==> config.mk <==
export PLATFORM = sky130hd
export DESIGN_NAME = cascade_counter_flat
export DESIGN_NICKNAME = d
export VERILOG_FILES = /design/src/rtl/cascade_counter_if.sv /design/src/rtl/cascade_counter.sv /design/src/flat_wrapper.sv
export SDC_FILE = /design/constraint.sdc
export NUM_CORES = 1
export LEC_CHECK = 0
export CORE_MARGIN = 2
export CORE_UTILIZATION = 65
export DETAILED_ROUTE_END_ITERATION = 7
export DONT_BUFFER_PORTS = 1
export PLACE_DENSITY_LB_ADDON = 0.2
export SLEW_MARGIN = 20
export SYNTH_ARGS = -nofsm -noshare
export SYNTH_HDL_FRONTEND = slang
export SYNTH_SLANG_ARGS = --single-unit
==> constraint.sdc <==
create_clock -name clk -period 4.3 [get_ports clk]
set_input_delay 0.215 -clock clk [delete_from_list [all_inputs] [get_ports clk]]
set_output_delay 0.215 -clock clk [all_outputs]
set_load 0.02 [all_outputs]
==> src/rtl/cascade_counter_if.sv <==
// Control/status bundle for cascade_counter.
//   master: drives en, up, clr, load, load_val; observes count, tc, carry_out, wrapped
//   slave : the counter itself (opposite directions)
interface cascade_counter_if #(
  parameter int unsigned W      = 4,
  parameter int unsigned STAGES = 3
);
  logic                  en;
  logic                  up;
  logic                  clr;
  logic                  load;
  logic [STAGES*W-1:0]   load_val;
  logic [STAGES*W-1:0]   count;
  logic [STAGES-1:0]     tc;
  logic                  carry_out;
  logic                  wrapped;

  modport master (
    output en, up, clr, load, load_val,
    input  count, tc, carry_out, wrapped
  );

  modport slave (
    input  en, up, clr, load, load_val,
    output count, tc, carry_out, wrapped
  );
endinterface

==> src/rtl/cascade_counter.sv <==
// Cascadable multi-stage modulo counter (digit engine for timers/displays).
// Each stage i counts modulo MODS[i*W +: W] (field 0 means 2^W), stage 0 is
// least significant. Supports up/down, parallel load with saturation,
// synchronous clear, per-stage terminal-count flags (combinational tc),
// a one-cycle carry_out pulse after a full-chain wrap and a sticky wrapped flag.
// Ports:
//   clk  - clock, rising edge
//   rst  - asynchronous active-high reset
//   bus  - cascade_counter_if slave modport (en, up, clr, load, load_val in;
//          count, tc, carry_out, wrapped out)
module cascade_counter #(
  parameter int unsigned         W      = 4,
  parameter int unsigned         STAGES = 3,
  parameter logic [STAGES*W-1:0] MODS   = {4'd6, 4'd10, 4'd10}
) (
  input logic              clk,
  input logic              rst,
  cascade_counter_if.slave bus
);

  localparam int unsigned CW = STAGES * W;

  logic [CW-1:0]     cnt_q;
  logic              carry_q;
  logic              wrapped_q;
  logic [STAGES-1:0] tc_c;
  logic [STAGES:0]   step_c;      // step_c[i]: all lower stages at terminal value
  logic [CW-1:0]     step_val_c;  // next count when en is honoured
  logic [CW-1:0]     load_sat_c;  // load_val clamped per stage
  logic              wrap_c;

  assign step_c[0] = 1'b1;

  for (genvar i = 0; i < STAGES; i++) begin : g_stage
    // Field value 0 underflows to all-ones, which is exactly 2^W - 1.
    localparam logic [W-1:0] MAXV = MODS[i*W +: W] - W'(1);

    logic [W-1:0] cur;
    logic [W-1:0] nxt;
    logic [W-1:0] lv;

    assign cur = cnt_q[i*W +: W];
    assign lv  = bus.load_val[i*W +: W];

    assign tc_c[i]     = bus.up ? (cur == MAXV) : (cur == '0);
    assign step_c[i+1] = step_c[i] & tc_c[i];

    // Per-stage modulo step, only when every lower stage is terminal.
    always_comb begin
      nxt = cur;
      if (step_c[i]) begin
        if (bus.up) nxt = (cur == MAXV) ? '0 : cur + W'(1);
        else        nxt = (cur == '0) ? MAXV : cur - W'(1);
      end
    end

    assign step_val_c[i*W +: W] = nxt;
    assign load_sat_c[i*W +: W] = (lv > MAXV) ? MAXV : lv;
  end

  assign wrap_c = bus.en & step_c[STAGES];

  // State update: clr > load > en > hold.
  always_ff @(posedge clk or posedge rst) begin
    if (rst) begin
      cnt_q     <= '0;
      carry_q   <= 1'b0;
      wrapped_q <= 1'b0;
    end else if (bus.clr) begin
      cnt_q     <= '0;
      carry_q   <= 1'b0;
      wrapped_q <= 1'b0;
    end else if (bus.load) begin
      cnt_q   <= load_sat_c;
      carry_q <= 1'b0;
    end else if (bus.en) begin
      cnt_q   <= step_val_c;
      carry_q <= wrap_c;
      if (wrap_c) wrapped_q <= 1'b1;
    end else begin
      carry_q <= 1'b0;
    end
  end

  assign bus.count     = cnt_q;
  assign bus.tc        = tc_c;
  assign bus.carry_out = carry_q;
  assign bus.wrapped   = wrapped_q;

endmodule

==> src/flat_wrapper.sv <==
// flat-port wrapper written by rule: the top's interface ports become plain ports
module cascade_counter_flat 
#(
  parameter int unsigned         W      = 4,
  parameter int unsigned         STAGES = 3,
  parameter logic [STAGES*W-1:0] MODS   = {4'd6, 4'd10, 4'd10}
)
  (clk, rst, bus_en, bus_up, bus_clr, bus_load, bus_load_val, bus_count, bus_tc, bus_carry_out, bus_wrapped);
  cascade_counter_if #(.W(W), .STAGES(STAGES)) bus_i ();
  input logic clk;
  input logic rst;
  input wire logic [$bits(bus_i.en)-1:0] bus_en;
  input wire logic [$bits(bus_i.up)-1:0] bus_up;
  input wire logic [$bits(bus_i.clr)-1:0] bus_clr;
  input wire logic [$bits(bus_i.load)-1:0] bus_load;
  input wire logic [$bits(bus_i.load_val)-1:0] bus_load_val;
  output wire logic [$bits(bus_i.count)-1:0] bus_count;
  output wire logic [$bits(bus_i.tc)-1:0] bus_tc;
  output wire logic [$bits(bus_i.carry_out)-1:0] bus_carry_out;
  output wire logic [$bits(bus_i.wrapped)-1:0] bus_wrapped;
  assign bus_i.en = bus_en;
  assign bus_i.up = bus_up;
  assign bus_i.clr = bus_clr;
  assign bus_i.load = bus_load;
  assign bus_i.load_val = bus_load_val;
  assign bus_count = bus_i.count;
  assign bus_tc = bus_i.tc;
  assign bus_carry_out = bus_i.carry_out;
  assign bus_wrapped = bus_i.wrapped;
  cascade_counter #(.W(W), .STAGES(STAGES), .MODS(MODS)) u_core (.clk(clk), .rst(rst), .bus(bus_i));
endmodule
-- Word-level counts from Yosys, hierarchy flattened
Index checks and enable logic that the tools add are counted.
- $add $sub $neg: 6
- multiply operators: 0
- div/mod/pow operators: 0
- order comparisons: 3
- equal/unequal tests: 4
- shift-type cells: 0
- multiplexer cells: 27
- bitwise gates (word level): 3
- reduce and logical (&&, ||, !) cells: 11
- operator list (cell ; count):
    $mux W4 ; 14
    $mux W12 ; 3
    $add A4 B1 Y4 const B ; 3
    $logic_not A4 Y1 ; 3
    $sub A4 B1 Y4 const B ; 3
    $mux W1 ; 10
    $reduce_bool A3 Y1 ; 3
    $eq A4 B4 Y1 const B ; 2
    $gt A4 B4 Y1 const B ; 2
    $eq A4 B3 Y1 const B ; 1
    $gt A4 B3 Y1 const B ; 1
    $reduce_and A2 Y1 ; 2
    $reduce_bool A2 Y1 ; 2
    $and A1 B1 Y1 ; 3
    $reduce_and A3 Y1 ; 1
    $ne A2 B2 Y1 const B ; 1
- bits in registers: 14
- latch bits: 0
- RAM bits: 0
- bits in read-only memories: 0
- output and inout bits: 17
- memories: 0

-- Logic depth before layout (Yosys ltp)
- depth after elaboration: 9
- gate-level depth with buffers: 7
- gate-level depth less buffers: 7

-- Least setup slack after synthesis
OpenSTA, ideal clock, no wires.
- kind: reg2reg
- from: reg u_core.cnt_q[4], in the netlist u_core.bus.count[4]
- to: reg u_core.cnt_q[10], in the netlist u_core.bus.count[10]
- setup time: 0.128 ns
- data arrival time: 2.098 ns
- data required time: 4.172 ns
- slack: 2.074 ns
- cell stages (with the launch flop): 8
- clock period less this slack: 2.226 ns
- path through: dfrtp_1 -> inv_1 -> ha_1 -> or3b_1 -> a21oi_2 -> and3_4 -> nor2_2 -> mux2_1
- longest elaborated chain between the ends: 5
- RTL lines (item ; line ; text):
    start, declared ; cascade_counter.sv:23 ; logic [CW-1:0] cnt_q;
    start signal, assigned ; cascade_counter.sv:74 ; cnt_q <= load_sat_c;
    start signal, assigned ; cascade_counter.sv:77 ; cnt_q <= step_val_c;
    $eq A4 B4 Y1 or $logic_not A4 Y1 (tied branches) ; cascade_counter.sv:45 ; assign tc_c[i] = bus.up ? (cur == MAXV) : (cur == '0);
    $mux W1 * ; cascade_counter.sv:45 ;
    net bus_tc[1] ; flat_wrapper.sv:18 ; output wire logic [$bits(bus_i.tc)-1:0] bus_tc;
    $and A1 B1 Y1 * ; cascade_counter.sv:46 ; assign step_c[i+1] = step_c[i] & tc_c[i];
    $reduce_bool A3 Y1 (no source line) * ; - ;
    $reduce_and A2 Y1 (no source line) * ; - ;
Mark *: on every way through the listed nets, which the timed path passes. The rest lies on a longest branch.
A chain may end at the register's enable or synchronous reset.

-- Worst setup path after layout
Same ends and word-level chain as after synthesis.

==> results.yml <==
detailed_routing:
  number_of_design_rule_violations_left_after_detail_routing: 0
  drt_pass1_iterations: 4
  dr.first_iter.drc_count: 38
  detail-route-antenna-nets: 0
  num_vias: 1250
  finalWirelength_mm: 3.14
  vias_per_cell: 6.51
  routed_wire_length_per_instance_microns: 16.4
synth:
  synth-seq-area-share_pct: 26.5
  adder_and_majority_cell_fraction_of_the_synthesized_area_pct: 9.47
  ys_types: 45
  synth_compound_area_share_pct: 26.8
  syn_area_sq_um: 1320
  yosys_register_bits: 14
  ys.warnings.count: 0
  synth_top_family_by_area: "simple AND/OR/NAND/NOR gates"
  yosys-mux-area-fraction_pct: 1.70
  syn_inst: 169
  syn-num-nets: 197
  post_synth_and_or_nand_nor_area_fraction_pct: 28.9
  synth-xor-area-share_pct: 0
  postSynthAreaPerCell_sq_um: 7.82
sta:
  max_freq_ghz: 0.416
  setup_viol_count_final: 0
  finalHoldViolations: 0
  post-route-period-util_pct: 55.9
  finalCriticalPeriod_ns: 2.41
  drv_slew: 0
  clock_skew_ns: 0.00293
  slew_headroom_pct: 61.2
  setup_tns_ns: 0
  grt_setup_unrepaired: "no"
  transition_time_at_the_pin_with_the_least_slew_margin_ns: 0.582
floorplan:
  core_sq_um: 1940
  row_count: 16
  floorplan.die_area_sq_um: 2410
  die_height_microns: 49.1
  width_of_the_chip_microns: 49.1
  initial_utilization_pct: 68.0
  io_pins: 35
cells_and_area:
  syn2layout_area_growth_pct: 3.31
  finish.utilization_pct: 70.3
  multi_input_area_sq_um: 883
  layout.area.seq_sq_um: 350
  finish.instance_area_sq_um: 1370
  num-nets-final: 194
  diodes: 0
  fillers: 165
  mostFrequentLayoutCell: "nor2_1"
  layout_common_cells: "nor2_1, nand2_1, dfrtp_1, inv_1"
  drive_above_1_share_pct: 7.27
global_route:
  grt_pass1_vias: 1166
  global_route.overflow_total: 0
  global_route_usage_over_all_layers_pct: 27.3
  pin_count_of_the_biggest_net_entering_global_routing: 29
  grt_first_pass_wirelength_mm: 5.23
  number_of_antenna_violations_at_the_first_check_in_global_routing: 0
cts:
  insertion_delay_ns: 0.29
  cts-htree-levels: 1
  clockRootBuffer: "clkbuf_4"
  clock_sink_count: 14
  cts_inserted_buffers: 3
  clk_pin_slew_worst_setup_hold_paths_ns: 0.09
  ctsLongestPathBuffers: 2
  postCtsSetupRepairBufs: 0
  cts_tree: "done"
placement:
  postPlaceCellArea_sq_um: 1310
  globalplace.congestion: 0.950
  dp_hpwl_mm: 2.29
  io_buffers: 0
job:
  timing.max_cap.violations: 0
critical_path:
  regToRegStartpoint: "u_core.bus.count[4]"
  setup.reg_to_reg.worst_slack_ns: 1.89
  crit_required_ns: 4.48
  critical_path.startpoint_type: "flip-flop"
  critical_path.max_fanout: 9
  reg2reg_depth: 7
  timing.rr.end: "u_core.bus.count[10]"
  worstPathArrival_ns: 2.59
  worst-setup-path-type: "reg -> reg"
  end_kind: "flip-flop"
power_and_ir_drop:
  total_leakage_power_nw: 0.575
  power.share.switching_pct: 39.3
  combinational_fraction_of_design_power_pct: 30.2
  ir_worst_vdd_mv: 0.226
  clkPwrFrac_pct: 24.6
  cellInternalPower_mw: 0.249
  sequentialPowerShare_pct: 45.2
  power_density_nw_per_um2: 301
  total_switching_power_mw: 0.161
outcome:
  status: "completed"
hold_path:
  min_path_cells: 1
  holdCritPathClass: "in -> reg"
  min-delay-start: "bus_clr"
  hold_path_end: "u_core.bus.count[9]"
synth_stat cells:
cell       instances  area (sq um)
o41ai_2            1          16.3
nor2_2             1          6.26
ha_1              10           125
a21oi_2            1          8.76
buf_6              1          11.3
nand2_4            1          11.3
o311a_1            1          10.0
nor2b_1            8          50.1
a21o_1             2          15.0
dfrtp_1           14           350
clkbuf_1           8          30.0
buf_2              1          5.00
o32ai_1            1          8.76
and3_1             1          6.26
nand4_1            2          12.5
o21ai_0            8          40.0
or3_1              2          12.5
or4b_4             1          13.8
o22ai_1            4          25.0
a2111oi_0          3          26.3
nand3_1            9          45.0
mux2_2             1          11.3
nand4b_1           1          8.76
o311ai_0           2          17.5
mux2_1             1          11.3
o22a_1             1          8.76
nand3b_1           2          15.0
nor3_1             1          5.00
o31ai_1            1          7.51
nor2_1            17          63.8
a311oi_1           3          26.3
o41ai_1            1          8.76
o21a_1             1          7.51
a21oi_1           10          50.1
nor4b_1            1          8.76
and3_4             1          11.3
a211oi_1           3          22.5
inv_1             11          41.3
or2_2              1          6.26
or3b_1             1          8.76
nand2b_1           7          43.8
nand2_1           14          52.6
o31a_1             1          8.76
a21boi_0           2          15.0
a31oi_1            5          31.3
timing repair:
| item | 4_1_cts | 5_1_grt |
|---|---|---|
| endpoints found under the hold margin | 16 | 0 |
| resized for setup | 0 | 0 |
| setup endpoints to repair | 0 | 0 |
| hold buffers | 2 | 0 |
layer usage:
layer | up-vias | GRT usage (%) | wire [microns]
li1 | 609 | - | -
met1 | 590 | 35.8 | 1370
met2 | 46 | 45.0 | 1520
met3 | 5 | 4.29 | 199
met4 | 0 | 10.5 | 48
met5 | - | 0 | 0
how the worst max path moves through the flow:
| stage | to | cells past startpoint | from |
|---|---|---|---|
| CTS | u_core.bus.count[10] | 7 | u_core.bus.count[4] |
| detailed placement | u_core.bus.count[10] | 7 | u_core.bus.count[4] |
| global placement | u_core.bus.count[10] | 7 | u_core.bus.count[4] |
| finish | u_core.bus.count[10] | 7 | u_core.bus.count[4] |
| global route | u_core.bus.count[9] | 7 | u_core.bus.count[4] |
| floorplan | u_core.bus.count[10] | 7 | u_core.bus.count[4] |
flip-flops by register name (all words and copies together), names as in the netlist:
name                  flops
u_core.bus.count         12
u_core.bus.carry_out      1
u_core.bus.wrapped        1
cell families after synthesis:
kind of cell / Yosys count
and+or+nand+nor: 71
AOI/OAI and AO/OA: 51
buffers and inverters: 21
DFF: 14
adders and majority gates: 10
muxes: 2
critical path: stages, from the launching register on:
cell and delay (ns):
dfrtp_1 0.55, inv_1 0.13, ha_1 0.25, or3b_1 0.38, a21oi_2 0.34, and3_4 0.28, nor2_2 0.05, mux2_1 0.30
power groups by stage:
| stage | Clock [mW] | Sequential [mW] | Combinational, mW |
|---|---|---|---|
| final | 0.101 | 0.186 | 0.124 |
| after global routing | 0.106 | 0.189 | 0.140 |
| after CTS | 0.101 | 0.186 | 0.124 |
| after detailed placement | 0 | 0.188 | 0.121 |
| after global placement | 0 | 0.187 | 0.116 |
| after floorplan | 0 | 0.175 | 0.117 |
through the flow:
step | worst slack [ns] | hold slack [ns] | power (mW) | std cells
global placement | 1.97 | 0.176 | 0.302 | 186
global route | 1.77 | 0.000977 | 0.435 | 192
floorplan | 2.07 | 0.104 | 0.292 | 169
CTS | 1.89 | 0.00625 | 0.410 | 192
finish | 1.89 | 0.00954 | 0.411 | 192
detailed placement | 1.91 | 0.183 | 0.310 | 186
final cells by class:
cell class / count / area share (%)
Tap cell: 27 / 2.47
Timing Repair Buffer: 2 / 1.47
Inverter: 11 / 3.02
Multi-Input combinational cell: 134 / 64.7
Sequential cell: 14 / 25.7
Clock buffer: 4 / 2.66
(Power assumes the default switching activity.)
